===== src/rtl/cpu_sim_pkg.sv =====
// rtl/cpu_sim_pkg.sv - shared run-controller state encoding and default halt word
package cpu_sim_pkg;

   typedef enum logic [1:0] {
      IDLE = 2'd0,
      LOAD = 2'd1,
      RUN  = 2'd2,
      DONE = 2'd3
   } run_state_t;

   // ECALL ends a simulated program
   localparam logic [31:0] DEFAULT_HALT_INSN = 32'h0000_0073;

endpackage


===== src/rtl/core_run_ctrl.sv =====
// rtl/core_run_ctrl.sv - program-load and run controller holding the core in reset until loaded
module core_run_ctrl
   import cpu_sim_pkg::*;
#(
   parameter int unsigned XLEN       = 32,
   parameter int unsigned IMEM_DEPTH = 256,
   parameter int unsigned MAX_CYCLES = 1024,
   parameter logic [31:0] HALT_INSN  = DEFAULT_HALT_INSN,
   localparam int unsigned AW        = $clog2(IMEM_DEPTH)
) (
   input  logic            clk,
   input  logic            reset,
   input  logic            start,
   input  logic            abort,
   input  logic            ld_valid,
   output logic            ld_ready,
   input  logic [31:0]     ld_data,
   input  logic            ld_last,
   output logic            imem_we,
   output logic [AW-1:0]   imem_addr,
   output logic [31:0]     imem_wdata,
   output logic            core_reset,
   input  logic [XLEN-1:0] core_pc,
   input  logic [31:0]     core_inst,
   output logic            busy,
   output logic            done,
   output logic            timeout,
   output logic            load_ovf,
   output logic [XLEN-1:0] halt_pc,
   output logic [31:0]     cycle_count
);

   localparam logic [AW-1:0] LAST_ADDR  = AW'(IMEM_DEPTH - 1);
   localparam logic [31:0]   LAST_CYCLE = 32'(MAX_CYCLES - 1);

   run_state_t      state_q,      state_d;
   logic [AW-1:0]   addr_q,       addr_d;
   logic [31:0]     cycle_q,      cycle_d;
   logic            done_q,       done_d;
   logic            timeout_q,    timeout_d;
   logic            load_ovf_q,   load_ovf_d;
   logic [XLEN-1:0] halt_pc_q,    halt_pc_d;
   logic            core_reset_q, core_reset_d;
   logic            beat;

   // ld_ready depends on state only, so a beat is just valid while loading
   assign beat = (state_q == LOAD) && ld_valid;

   always_comb begin
      state_d    = state_q;
      addr_d     = addr_q;
      cycle_d    = cycle_q;
      done_d     = done_q;
      timeout_d  = timeout_q;
      load_ovf_d = load_ovf_q;
      halt_pc_d  = halt_pc_q;
      if (abort) begin
         state_d    = IDLE;
         done_d     = 1'b0;
         timeout_d  = 1'b0;
         load_ovf_d = 1'b0;
      end else begin
         case (state_q)
            IDLE, DONE: begin
               if (start) begin
                  state_d    = LOAD;
                  addr_d     = '0;
                  cycle_d    = '0;
                  done_d     = 1'b0;
                  timeout_d  = 1'b0;
                  load_ovf_d = 1'b0;
                  halt_pc_d  = '0;
               end
            end
            LOAD: begin
               if (beat) begin
                  if (ld_last) begin
                     state_d = RUN;
                  end else if (addr_q == LAST_ADDR) begin
                     state_d    = RUN;
                     load_ovf_d = 1'b1;
                  end
                  if (addr_q != LAST_ADDR) begin
                     addr_d = addr_q + 1'b1;
                  end
               end
            end
            RUN: begin
               cycle_d = cycle_q + 32'd1;
               // halt takes precedence over an expiring budget
               if (core_inst == HALT_INSN) begin
                  state_d   = DONE;
                  done_d    = 1'b1;
                  halt_pc_d = core_pc;
               end else if (cycle_q == LAST_CYCLE) begin
                  state_d   = DONE;
                  done_d    = 1'b1;
                  timeout_d = 1'b1;
               end
            end
            default: state_d = IDLE;
         endcase
      end
      core_reset_d = (state_d != RUN);
   end

   always_ff @(posedge clk) begin
      if (reset) begin
         state_q      <= IDLE;
         addr_q       <= '0;
         cycle_q      <= '0;
         done_q       <= 1'b0;
         timeout_q    <= 1'b0;
         load_ovf_q   <= 1'b0;
         halt_pc_q    <= '0;
         core_reset_q <= 1'b1;
      end else begin
         state_q      <= state_d;
         addr_q       <= addr_d;
         cycle_q      <= cycle_d;
         done_q       <= done_d;
         timeout_q    <= timeout_d;
         load_ovf_q   <= load_ovf_d;
         halt_pc_q    <= halt_pc_d;
         core_reset_q <= core_reset_d;
      end
   end

   assign ld_ready    = (state_q == LOAD);
   assign imem_we     = beat;
   assign imem_addr   = addr_q;
   assign imem_wdata  = beat ? ld_data : 32'd0;
   assign core_reset  = core_reset_q;
   assign busy        = (state_q == LOAD) || (state_q == RUN);
   assign done        = done_q;
   assign timeout     = timeout_q;
   assign load_ovf    = load_ovf_q;
   assign halt_pc     = halt_pc_q;
   assign cycle_count = cycle_q;

endmodule


===== config.mk =====
export PLATFORM = sky130hd
export DESIGN_NAME = core_run_ctrl
export DESIGN_NICKNAME = d
export VERILOG_FILES = /design/src/rtl/cpu_sim_pkg.sv /design/src/rtl/core_run_ctrl.sv
export SDC_FILE = /design/constraint.sdc
export NUM_CORES = 1
export LEC_CHECK = 0
export ABC_AREA = 1
export BUFFER_PORTS_ARGS = -buffer_cell sky130_fd_sc_hd__buf_2
export CAP_MARGIN = 20
export CORE_UTILIZATION = 43
export CTS_BUF_LIST = sky130_fd_sc_hd__clkbuf_4 sky130_fd_sc_hd__clkbuf_8
export DETAILED_ROUTE_END_ITERATION = 7
export GPL_ROUTABILITY_DRIVEN = 0
export PLACE_DENSITY = 0.89
export SLEW_MARGIN = 20
export SYNTH_ARGS = -nofsm -noshare
export SYNTH_HDL_FRONTEND = slang
export SYNTH_SLANG_ARGS = --single-unit

===== constraint.sdc =====
create_clock -name clk -period 1.8 [get_ports clk]
set_clock_uncertainty 0.15 [all_clocks]
set_input_delay 0.09 -clock clk [delete_from_list [all_inputs] [get_ports clk]]
set_output_delay 0.09 -clock clk [all_outputs]
set_load 0.1 [all_outputs]

# Word level (Yosys, flattened, before mapping)

Index checks and enable logic that the tools add are counted.

Register bits: 78

Add/sub/neg operators: 2
Eq/ne operators: 17
Muxes and demuxes: 27
Bitwise operators: 1
Reductions and logical operators: 13

Operator list:

| kind                                                                    | number |
|---|---|
| 32-bit case mux with 2 select lines                                     | 2 |
| 32-bit two-way mux                                                      | 3 |
| 32-bit by 1-bit adder with 32-bit output, second input constant         | 1 |
| 32-bit by 10-bit == test with 1-bit output, second input constant       | 1 |
| 32-bit by 7-bit == test with 1-bit output, second input constant        | 1 |
| 8-bit two-way mux                                                       | 3 |
| 8-bit case mux with 2 select lines                                      | 1 |
| 2-bit two-way mux                                                       | 7 |
| 2-bit inequality test, second input constant                            | 6 |
| 5-bit AND reduction                                                     | 2 |
| 8-bit by 1-bit adder with 8-bit output, second input constant           | 1 |
| 8-bit == test, second input constant                                    | 1 |
| 8-bit inequality test, second input constant                            | 1 |
| 4-bit AND reduction                                                     | 2 |
| 1-bit two-way mux                                                       | 7 |
| 2-bit by 1-bit inequality test with 1-bit output, second input constant | 3 |
| 1-bit case mux with 2 select lines                                      | 3 |
| 2-bit case mux with 3 select lines                                      | 1 |
| 3-bit AND reduction                                                     | 2 |
| 2-bit == test, second input constant                                    | 2 |
| 2-bit nonzero test                                                      | 2 |
| 2-bit OR reduction                                                      | 2 |
| 3-bit inequality test, second input constant                            | 1 |
| 2-bit by 1-bit == test with 1-bit output, second input constant         | 1 |
| 4 further kinds                                                         | 4 |

# Depth between registers and ports, before layout

Gate-level depths: netlist of the first run.

Word-level depth: 7
Mapped depth: 14
Depth with buffers taken out: 14

# Worst setup path after synthesis of the first run

Ideal clock, no wire load.

Kind: register to output
Start: reg state_q[1]
End: out imem_wdata[10]
Arrival time: 3.136 ns
Data required time: 1.560 ns
Slack: -1.576 ns
Stages on the path, launching flop included: 6
Path through: dfxtp_1 > inv_1 > ha_1 > nand2_1 > clkbuf_1 > nor2_1

Word-level cells in the longest chain between the ends: 3

RTL lines:

| what                                     | line                 | source |
|---|---|---|
| start, declared                          | core_run_ctrl.sv:36  | `run_state_t state_q, state_d;` |
| start signal, assigned                   | core_run_ctrl.sv:118 | `state_q <= state_d;` |
| 2-bit by 1-bit == test with 1-bit output | --                   |  |
| net ld_ready                             | core_run_ctrl.sv:16  | `output logic ld_ready,` |
| 1-bit logical AND                        | core_run_ctrl.sv:47  | `assign beat = (state_q == LOAD) && ld_valid;` |
| 32-bit two-way mux                       | core_run_ctrl.sv:132 | `assign imem_wdata = beat ? ld_data : 32'd0;` |
| end, declared                            | core_run_ctrl.sv:21  | `output logic [31:0] imem_wdata,` |

The timed path passes the listed nets, and every way through them passes these cells.

# Worst setup path after layout of the first run

Start: reg state_q[0]
End: reg cycle_q[24], in the netlist cycle_count[24]

Word-level cells in the longest chain between the ends: 4
Elaborated cells between the ends (all ways): 8
Those cells by class: 3 x eq/ne; 1 x mux; 4 x reduce/logical

RTL lines:

| what                                                                                | line                 | source |
|---|---|---|
| 2-bit == test / 2-bit zero test (equally long branches)                             | core_run_ctrl.sv:63  | `case (state_q)` |
| 2-bit OR reduction                                                                  | core_run_ctrl.sv:63  |  |
| 2-bit inequality test (no source line) / 2-bit nonzero test (equally long branches) | --                   |  |
| 3-bit AND reduction (no source line)                                                | --                   |  |
| end signal, assigned                                                                | core_run_ctrl.sv:120 | `cycle_q <= cycle_d;` |
| end, declared                                                                       | core_run_ctrl.sv:38  | `logic [31:0] cycle_q, cycle_d;` |

Parallel ways exist; a longest one is shown, timed or not.
A chain may end at the register's enable or synchronous reset.

==> flow_metrics.tcl, run 1 <==
set metrics [dict create \
    finalCritPeriodShare_pct 126.3 \
    cap_violations 0 \
    synth_top_area_share_pct 35.78 \
    final_antenna_net_count 0 \
    timing.rr.start "state_q[0]$_SDFF_PP0_" \
    fin_util_pct 86.86 \
    hp-class "input pin to flip-flop" \
    synth_warnings 0 \
    cp_slowest_cell "dfxtp_2" \
    r2r_slack_ns -0.47 \
    synthCells 677 \
    synth-edff-count 0 \
    drc 22 \
    crit_fanout 8 \
    dr.first_iter.drc_count 495 \
    path_delay_family "simple AND/OR/NAND/NOR gates" \
    grt_start_max_net_pins 32 \
    post-synth-top-count-cell "nand2_1" \
    fin_crit_ns 2.273 \
    hp-start "core_inst[28]" \
    multi_input_area_sq_um 3156 \
    cts_made_buffers 9 \
    worstPathArrival_ns 2.36 \
    timing.slew.headroom_pct 65.47 \
    finalHoldViolations 0 \
    hold_depth 8 \
    ctsRootBufferMaster "clkbuf_8" \
    ys.flop_type "dfxtp_1" \
    worst-setup-path-type "flip-flop to flip-flop" \
    clk_path_buf_depth 2 \
    vias 6430 \
    areaGrowthSynthToFinish_pct 95.44 \
    finalSetupViolCount 109 \
    synthArstFlopShare_pct 0 \
    power_density_nw_per_um2 552.1 \
    dpl_worst_slack_ns -0.2355 \
    num-fill-cells 443 \
    rr_worst_depth 11 \
    clock_latency_ns 0.36 \
    finalNetCount 1109 \
    synth_top_area_cell "dfxtp_1" \
    p_leak_nw 3.874 \
    grt.total_usage_pct 33.34 \
    core_sq_um 9819 \
    tightest_slew_ns 0.5215 \
    hold_ws_ns 0.2667 \
    cts_tree "done" \
    cts.htree.levels 3 \
    synthesis.area_sq_um 4364 \
    drive_gt1_share_pct 54.13 \
    critPathMaxStageDelay_ns 0.34 \
    viasPerCell 5.616 \
    rsz0062_at_grt "yes" \
    grt_remaining_overflow 0 \
    path_buf_inv 2 \
    synth_seq_cells 78 \
    rr_endpoint "cycle_count[24]$_SDFFE_PP0P_" \
    synth_nets 785 \
    syn_avg_cell_area_sq_um 6.446 \
    grt_pass1_vias 5761 \
    whs_endpoint "done$_SDFFE_PP0P_" \
    status "finished, violations left" \
    violations "design-rule violations, negative setup slack" \
    critPathLaunchType "flip-flop" \
    synth_common_cells "nand2_1 (167), nor2_1 (144), inv_1 (95)" \
    layout_setup_ws_ns -0.4726 \
    initial_core_util_pct 44.44 \
    num_rows 36 \
    synth_area_leaders "dfxtp_1 (36%), nand2_1 (14%), nor2_1 (12%), inv_1 (8.2%), o21ai_2 (6.0%)" \
    wire_per_inst_um 19.00 \
    clock.fmax_mhz 440.0 \
    first_pass_iters 8 \
    ys_seq_area_share_pct 35.78 \
    end_kind "flip-flop" \
    ys_types 38 \
    cp.required_ns 1.89 \
    route.final.wire_length_um 21750 \
    register_area_sq_um 1647 \
    clk_pin_slew_worst_paths_ns 0.09 \
    grt_pass1_wl_um 26920 \
    numClockSinks 78 \
    finalMaxSlewViolations 0 \
    die_width_um 102.7 \
    antenna_found_initial 6 \
    numPortBuffers 212 \
    die_h_um 102.7 \
    dp_hpwl_um 10710 \
    num_io_pins 213 \
    vdd_drop_max_mv 0.6828 \
    die_area_sq_um 10560 \
    crit_chain "inv_1, ha_4, nand2_4, nand2_4, buf_8, nor3_4, nand2_1, nor2_1, nand2_1, o21ai_1, a21oi_1" \
]
[flip-flops by register name (all words and copies together) (netlist names)]
signal / cells
core_reset: 1
timeout: 1
imem_addr: 8
done: 1
load_ovf: 1
cycle_count: 32
state_q: 2
halt_pc: 32
[metal layers]
metal	vias to the layer above	GRT usage [%]	wire length (um)
met1	2849	32.71	6790
met4	0	20.48	1596
met2	601	60.41	10970
met3	210	11.32	2395
li1	2770	-	-
met5	-	0	0
[power by group]
| group | total, W | switching, W | internal [W] | leakage (nW) |
|---|---|---|---|---|
| clock | 0.00126 | 0.000694 | 0.000566 | 0.0933 |
| combinational | 0.00163 | 0.00106 | 0.000575 | 3.12 |
| sequential | 0.00182 | 0.0000535 | 0.00177 | 0.659 |
| total | 0.00471 | 0.00180 | 0.00291 | 3.87 |
[what timing repair did]
action,CTS,global route
setup endpoints to repair,101,108
pin swaps,40,44
hold buffers,36,0
hold endpoints to repair,41,0
gates cloned,4,4
resized for setup,93,122
setup buffers,20,21
[through the flow]
| step | TNS, ns | total power (W) | instances | area (sq um) |
|---|---|---|---|---|
| after CTS | -8.945 | 0.004463 | 1121 | 7880 |
| after detailed placement | -8.267 | 0.003094 | 1046 | 6715 |
| after floorplan | -18.41 | 0.002749 | 677 | 4795 |
| after global placement | -5.726 | 0.003072 | 1046 | 6715 |
| final | -20.96 | 0.004709 | 1145 | 8529 |
| after global routing | -25.73 | 0.004843 | 1145 | 8529 |
[cell type report]
| type | count | area share [%] |
|---|---|---|
| Inverter | 98 | 4.533 |
| Sequential cell | 78 | 19.30 |
| Timing Repair Buffer | 333 | 34.96 |
| Tap cell | 133 | 1.951 |
| Clock inverter | 3 | 0.2640 |
| Multi-Input combinational cell | 481 | 37.00 |
| Clock buffer | 12 | 1.790 |
| Antenna cell | 7 | 0.2054 |
[placed cells by master, fill, tap and decap left out, types with 7 or more instances in the layout]
cell type,instances
buf_12,47
nor2_2,13
clkbuf_8,10
dfxtp_4,13
dfxtp_1,36
nor2_4,47
inv_1,89
buf_2,177
nand2_1,125
diode_2,7
nor2_1,93
nand3_2,9
nor3_1,13
nand4_1,8
o21ai_2,33
buf_4,37
dfxtp_2,29
a21oi_1,16
nand2_2,24
dlygate4sd3_1,36
a21oi_2,11
o21ai_1,9
nand2_4,21
buf_6,27
nand3_1,9
o21ai_0,7
[cells by family (layout without fill, tap and decap cells)]
| logic type | Yosys count | count (layout) | synth area share [%] |
|---|---|---|---|
| xor gates and xnor gates | 4 | 4 | 0.8029 |
| DFF | 78 | 78 | 35.78 |
| AOI/OAI and AO/OA | 89 | 89 | 13.93 |
| other | 0 | 7 | 0 |
| adders and majority gates | 6 | 6 | 1.720 |
| and+or+nand+nor | 382 | 382 | 36.15 |
| buffers and inverters | 118 | 446 | 11.61 |
[worst max-delay path by stage]
stage,startpoint,endpoint,slack [ns],cells past startpoint
after floorplan,state_q[1]$_SDFF_PP0_,imem_addr[4]$_SDFFE_PP0P_,-0.45,11
after global routing,state_q[1]$_SDFF_PP0_,cycle_count[24]$_SDFFE_PP0P_,-0.51,11
after global placement,state_q[0]$_SDFF_PP0_,cycle_count[24]$_SDFFE_PP0P_,-0.21,11
final,state_q[0]$_SDFF_PP0_,cycle_count[24]$_SDFFE_PP0P_,-0.47,11
after CTS,state_q[1]$_SDFF_PP0_,halt_pc[30]$_SDFFE_PP0P_,-0.16,11
after detailed placement,state_q[0]$_SDFF_PP0_,cycle_count[24]$_SDFFE_PP0P_,-0.24,11
[worst register-to-register path, cell delays in order (launching register included)]
cell     delay [ns]
dfxtp_2        0.34
inv_1          0.10
ha_4           0.31
nand2_4        0.11
nand2_4        0.08
buf_8          0.17
nor3_4         0.20
nand2_1        0.09
nor2_1         0.13
nand2_1        0.13
o21ai_1        0.25
a21oi_1        0.09
Power figures use the tool's default switching activity.
==> inputs of run 2 (changes only) <==
ABC_AREA = not set   (was 1)
CORE_UTILIZATION = 41   (was 43)
PLACE_DENSITY = 0.9   (was 0.89)
==> run 2 against run 1 <==
  * The flow finishes with violations (negative setup slack)
  * Non-clock buffer count increased by 2
  * Register-to-register slack improved by 0.04 ns
  * Flip-flop and latch count unchanged
  * Hold slack got worse by 0.17 ns
  * Wire length decreased by 22%
  * Final cell count decreased by 26%
  * Largest power group unchanged
  * Highest routed layer unchanged
  * Fmax increased by 2.0%
  * Combinational power decreased by 53%
==> flow_metrics.tcl, run 2 <==
set metrics [dict create \
    cap_violations 0 \
    vias 4791 \
    ys_seq_area_share_pct 42.22 \
    timing.slew.headroom_pct 65.64 \
    critPathLaunchType "flip-flop" \
    cp.required_ns 1.90 \
    final_cell_mix "buf_2 (177), buf_4 (60), nor2_1 (43)" \
    grt_start_max_net_pins 33 \
    synthesis.area_sq_um 3699 \
    final_antenna_net_count 0 \
    grt.total_usage_pct 34.24 \
    p_comb_share_pct 20.8 \
    dp_hpwl_um 9824 \
    critPathMaxStageDelay_ns 0.53 \
    antenna_found_initial 1 \
    synth_seq_cells 78 \
    syn_avg_cell_area_sq_um 9.178 \
    drc 0 \
    finalMaxSlewViolations 0 \
    tightest_slew_ns 0.5190 \
    final_area_sq_um 7377 \
    cts.htree.levels 3 \
    finalHoldViolations 0 \
    status "finished, violations left" \
    cts_tree "done" \
    rsz0062_at_grt "yes" \
    worstPathArrival_ns 2.33 \
    synth_nets 511 \
    fin_util_pct 84.59 \
    finalNetCount 838 \
    post-synth-top-count-cell "dfxtp_1" \
    ys_types 51 \
    layout_setup_ws_ns -0.4287 \
    die_area_sq_um 9405 \
    clock.fmax_mhz 448.7 \
    numClockSinks 78 \
    synthArstFlopShare_pct 0 \
    areaGrowthSynthToFinish_pct 99.46 \
    p_switching_w 0.001153 \
    core_sq_um 8721 \
    total_power_w 0.003709 \
    power_density_nw_per_um2 502.7 \
    crit_fanout 7 \
    grt_remaining_overflow 0 \
    route.final.wire_length_um 16970 \
    power.share.sequential_pct 45.4 \
    synth_top_area_share_pct 42.22 \
    cts_made_buffers 9 \
    clk_path_buf_depth 2 \
    die_width_um 96.98 \
    finalCritPeriodShare_pct 123.8 \
    crit_chain "inv_4, ha_2, or2_4, or4_4, nor4b_2, xnor2_1, nor2_1" \
    fin_crit_ns 2.229 \
    ys.flop_type "dfxtp_1" \
    p_sw_share_pct 31.10 \
    die_h_um 96.98 \
    violations "negative setup slack" \
    clock_latency_ns 0.37 \
    dr.first_iter.drc_count 279 \
    dpl_cell_area_sq_um 6161 \
    setup_tns_ns -20.25 \
    hp-class "input pin to flip-flop" \
    synth_warnings 0 \
    wire_per_inst_um 20.11 \
    grt_pass1_wl_um 25540 \
    num_io_pins 213 \
    num_rows 34 \
    grt_pass1_vias 4925 \
    finalSetupViolCount 108 \
    p_leak_nw 3.252 \
    vdd_drop_max_mv 0.4349 \
    mostFrequentLayoutCell "buf_2" \
    ctsRootBufferMaster "clkbuf_8" \
    synth_top_area_cell "dfxtp_1" \
    drive_gt1_share_pct 60.95 \
    clkPwrFrac_pct 33.7 \
    synthCells 403 \
    synth_common_cells "dfxtp_1 (78), nor2_1 (45), and3_1 (35)" \
    cp_slowest_cell "or4_4" \
    initial_core_util_pct 42.41 \
    clk_pin_slew_worst_paths_ns 0.10 \
    p_int_w 0.002555 \
    synth-edff-count 0 \
    numPortBuffers 212 \
    end_kind "flip-flop" \
    worst-setup-path-type "flip-flop to flip-flop" \
    viasPerCell 5.677 \
    first_pass_iters 5 \
    synth_area_leaders "dfxtp_1 (42%), a22o_1 (7.6%), and3_1 (5.9%), nor2_1 (4.6%), xnor2_1 (4.5%)" \
]
[run 2: worst paths after layout]
path | from | to | slack (ns) | depth (start not counted)
setup reg to reg | state_q[1]$_SDFF_PP0_ | cycle_count[30]$_SDFFE_PP0P_ | -0.43 | 7
hold / removal | core_inst[8] | done$_SDFFE_PP0P_ | 0.10 | 6
setup / recovery | state_q[1]$_SDFF_PP0_ | cycle_count[30]$_SDFFE_PP0P_ | -0.43 | 7
hold reg to reg | halt_pc[5]$_SDFFE_PP0P_ | halt_pc[5]$_SDFFE_PP0P_ | 0.33 | 1
[run 2: worst max-delay path: cells and delay by family, from the launching register on]
kind	cells	cell delay, ns
AND/OR/NAND/NOR	4	1.22
XOR/XNOR	1	0.16
buffers and inverters	1	0.04
adder cells (fa/ha/maj)	1	0.17
flip-flops	1	0.39
[run 2: power groups by stage]
stage | Sequential (W) | Clock (W) | Combinational, W
2_1_floorplan | 0.00175 | 0 | 0.000270
3_3_place_gp | 0.00173 | 0 | 0.000559
3_5_place_dp | 0.00173 | 0 | 0.000575
4_1_cts | 0.00168 | 0.00126 | 0.000738
5_1_grt | 0.00169 | 0.00135 | 0.000803
6_report | 0.00169 | 0.00125 | 0.000772
[run 2: timing repair]
| action | CTS | global route |
|---|---|---|
| gates resized for setup | 65 | 39 |
| gates cloned | 7 | 3 |
| endpoints found under the hold margin | 37 | 0 |
| buffers inserted | 18 | 8 |
| pin swaps | 13 | 18 |
| hold buffers | 35 | 0 |
| setup endpoints to repair | 105 | 111 |
[run 2: logic make-up after synthesis]
group                      after synthesis  synth area share, %
AOI/OAI and AO/OA                       67                14.01
xor gates and xnor gates                35                8.288
adders and majority gates                6                2.030
buffers and inverters                   29                3.789
DFF                                     78                42.22
and+or+nand+nor                        188                29.67
[run 2: cell type report]
cell class | instances | area [sq um]
inverter | 8 | 40.04
timing repair buffer | 335 | 2828
antenna | 1 | 2.502
tap | 108 | 135.1
sequential | 78 | 1702
clock inverter | 7 | 52.55
fill | 457 | 1344
multi-input combinational | 298 | 2494
clock buffer | 9 | 123.9
[run 2: metal layers]
layer / GRT usage [%] / wire length (um) / vias up
met3: 6.575 / 1067 / 70
met2: 61.59 / 8856 / 267
met1: 37.55 / 6241 / 2294
met5: 0 / 0 / -
li1: - / - / 2160
met4: 18.94 / 809 / 0
[run 2: metrics by stage]
| step | hold slack (ns) | setup WS [ns] | instances |
|---|---|---|---|
| 6_report | 0.1017 | -0.4287 | 844 |
| 5_1_grt | 0.09699 | -0.4899 | 844 |
| 4_1_cts | 0.05195 | -0.3476 | 840 |
| 3_5_place_dp | 0.1533 | -0.4273 | 764 |
| 3_3_place_gp | 0.1503 | -0.3301 | 764 |
| 2_1_floorplan | 0.01940 | -0.3971 | 403 |
==> inputs of run 3 (changes only) <==
CORE_UTILIZATION = 45   (was 41)
PLACE_DENSITY = 0.93   (was 0.9)
clock period = 2.2 ns   (was 1.8 ns; I/O delays follow)
==> run 3 against run 2 <==
  * The run still ends with negative setup slack left
  * Final cell count is 9.1% lower
  * Hold slack worse by 0.0024 ns
  * Sequential share of layout area is 4.6 points higher
  * Clock power is 4% higher
  * Wire length is 25% lower
  * Critical path depth stayed put
  * Global-route usage is 5.1 points lower
  * Die area is 8.7% lower
  * Critical endpoint is now cycle_count[26]$_SDFFE_PP0P_
==> flow_metrics.tcl, run 3 (synthesis gave the netlist of run 2 again) <==
set metrics [dict create \
    hp-class "input pin to flip-flop" \
    first_pass_iters 4 \
    end_kind "flip-flop" \
    tightest_slew_ns 0.7284 \
    grt_pass1_wl_um 19690 \
    grt_pass1_vias 4026 \
    critPathLaunchType "flip-flop" \
    worst-setup-path-type "flip-flop to flip-flop" \
    initial_core_util_pct 47.13 \
    vdd_drop_max_mv 0.3568 \
    antenna_cells 0 \
    vias 4167 \
    cap_violations 0 \
    finalMaxSlewViolations 0 \
    wire_per_inst_um 16.62 \
    p_leak_nw 2.827 \
    dp_hpwl_um 8288 \
    clk_pin_slew_worst_paths_ns 0.08 \
    cp.required_ns 2.28 \
    ctsRootBufferMaster "clkbuf_8" \
    grt_remaining_overflow 0 \
    worstPathArrival_ns 2.33 \
    finalSetupViolCount 5 \
    fin_crit_ns 2.247 \
    r2r_slack_ns -0.05 \
    die_width_um 92.66 \
    hold_ws_ns 0.09926 \
    power.share.sequential_pct 44.6 \
    num_rows 32 \
    power_density_nw_per_um2 535.9 \
    critPathMaxStageDelay_ns 0.66 \
    cts.htree.levels 3 \
    die_area_sq_um 8586 \
    crit_fanout 8 \
    finalCritPeriodShare_pct 102.2 \
    rr_endpoint "cycle_count[26]$_SDFFE_PP0P_" \
    areaGrowthSynthToFinish_pct 59.78 \
    layout_setup_ws_ns -0.04745 \
    numPortBuffers 212 \
    clock.fmax_mhz 444.9 \
    clock_latency_ns 0.36 \
    clkPwrFrac_pct 41.2 \
    core_sq_um 7848 \
    hold_depth 4 \
    num_io_pins 213 \
    drc 0 \
    cts_made_buffers 9 \
    p_sw_share_pct 26.12 \
    cts_tree "done" \
    finalHoldViolations 0 \
    drive_gt1_share_pct 48.27 \
    grt_start_max_net_pins 35 \
    crit_chain "inv_4, ha_4, nor2b_4, or4_4, nor4b_4, xnor2_1, nor2_1" \
    final_cell_mix "buf_2 (183), nor2_1 (45), dfxtp_1 (37)" \
    p_comb_share_pct 14.2 \
    finalNetCount 768 \
    final_antenna_net_count 0 \
    viasPerCell 5.433 \
    fin_util_pct 75.30 \
    timing.rr.start "state_q[0]$_SDFF_PP0_" \
    cp_slowest_cell "or4_4" \
    rr_worst_depth 7 \
    mostFrequentLayoutCell "buf_2" \
    whs_endpoint "done$_SDFFE_PP0P_" \
    violations "negative setup slack" \
    p_int_w 0.002340 \
    grt.total_usage_pct 29.09 \
    p_switching_w 0.0008273 \
    numClockSinks 78 \
    timing.slew.headroom_pct 51.30 \
    route.final.wire_length_um 12750 \
    die_h_um 92.66 \
    rsz0062_at_grt "yes" \
    hp-start "start" \
    dpl_worst_slack_ns -0.07832 \
    clk_path_buf_depth 2 \
    status "finished, violations left" \
    dr.first_iter.drc_count 159 \
    antenna_found_initial 0 \
]
-- run 3: cell type report --
cell class / count / area (sq um)
sequential: 78 / 1633
fill: 547 / 1938
tap: 102 / 127.6
timing repair buffer: 266 / 1663
clock inverter: 7 / 118.9
multi-input combinational: 297 / 2208
clock buffer: 9 / 123.9
inverter: 8 / 35.03
-- run 3: power groups by stage --
| stage | clock network [W] | logic (W) | registers, W |
|---|---|---|---|
| floorplan | 0 | 0.000206 | 0.00147 |
| global placement | 0 | 0.000366 | 0.00145 |
| global route | 0.00139 | 0.000477 | 0.00141 |
| detailed placement | 0 | 0.000376 | 0.00145 |
| finish | 0.00130 | 0.000450 | 0.00141 |
| CTS | 0.00133 | 0.000430 | 0.00141 |
-- run 3: worst max path at each step --
stage	startpoint	cells after the start	endpoint
4_1_cts	state_q[1]$_SDFF_PP0_	7	cycle_count[26]$_SDFFE_PP0P_
3_3_place_gp	state_q[0]$_SDFF_PP0_	7	cycle_count[30]$_SDFFE_PP0P_
2_1_floorplan	state_q[1]$_SDFF_PP0_	7	imem_addr[7]$_SDFFE_PP0P_
6_report	state_q[0]$_SDFF_PP0_	7	cycle_count[26]$_SDFFE_PP0P_
3_5_place_dp	state_q[1]$_SDFF_PP0_	7	cycle_count[26]$_SDFFE_PP0P_
5_1_grt	state_q[0]$_SDFF_PP0_	7	cycle_count[26]$_SDFFE_PP0P_
-- run 3: repair_timing --
item                                   in CTS  in global routing
gates resized for setup                     6                 42
setup buffers                               4                  2
endpoints found under the hold margin      38                  0
pin swaps                                   4                  5
setup endpoints to repair                   6                 36
hold buffers                               35                  0
cloned                                      1                  0
-- run 3: critical path: cells and delay by family (launching register included) --
| kind | cells | cell delay, ns |
|---|---|---|
| adders and majority gates | 1 | 0.20 |
| and+or+nand+nor | 4 | 1.19 |
| buffers and inverters | 1 | 0.04 |
| xor gates and xnor gates | 1 | 0.16 |
| DFF | 1 | 0.38 |
-- run 3: metrics by stage --
stage	power, W	cells	setup TNS, ns	area (sq um)
detailed placement	0.001822	709	-0.2278	5077
global placement	0.001811	709	0	5077
CTS	0.003170	765	-0.01500	5756
finish	0.003167	767	-0.1210	5909
global route	0.003284	767	-0.5451	5909
floorplan	0.001674	403	-0.03635	3864
-- run 3: layer usage --
metal	up-vias	part of all wire, %	track usage [%]
met3	42	5.7	7.225
met2	182	49	49.07
li1	2008	-	-
met1	1935	42	34.95
met5	-	0	0
met4	0	3.8	12.82
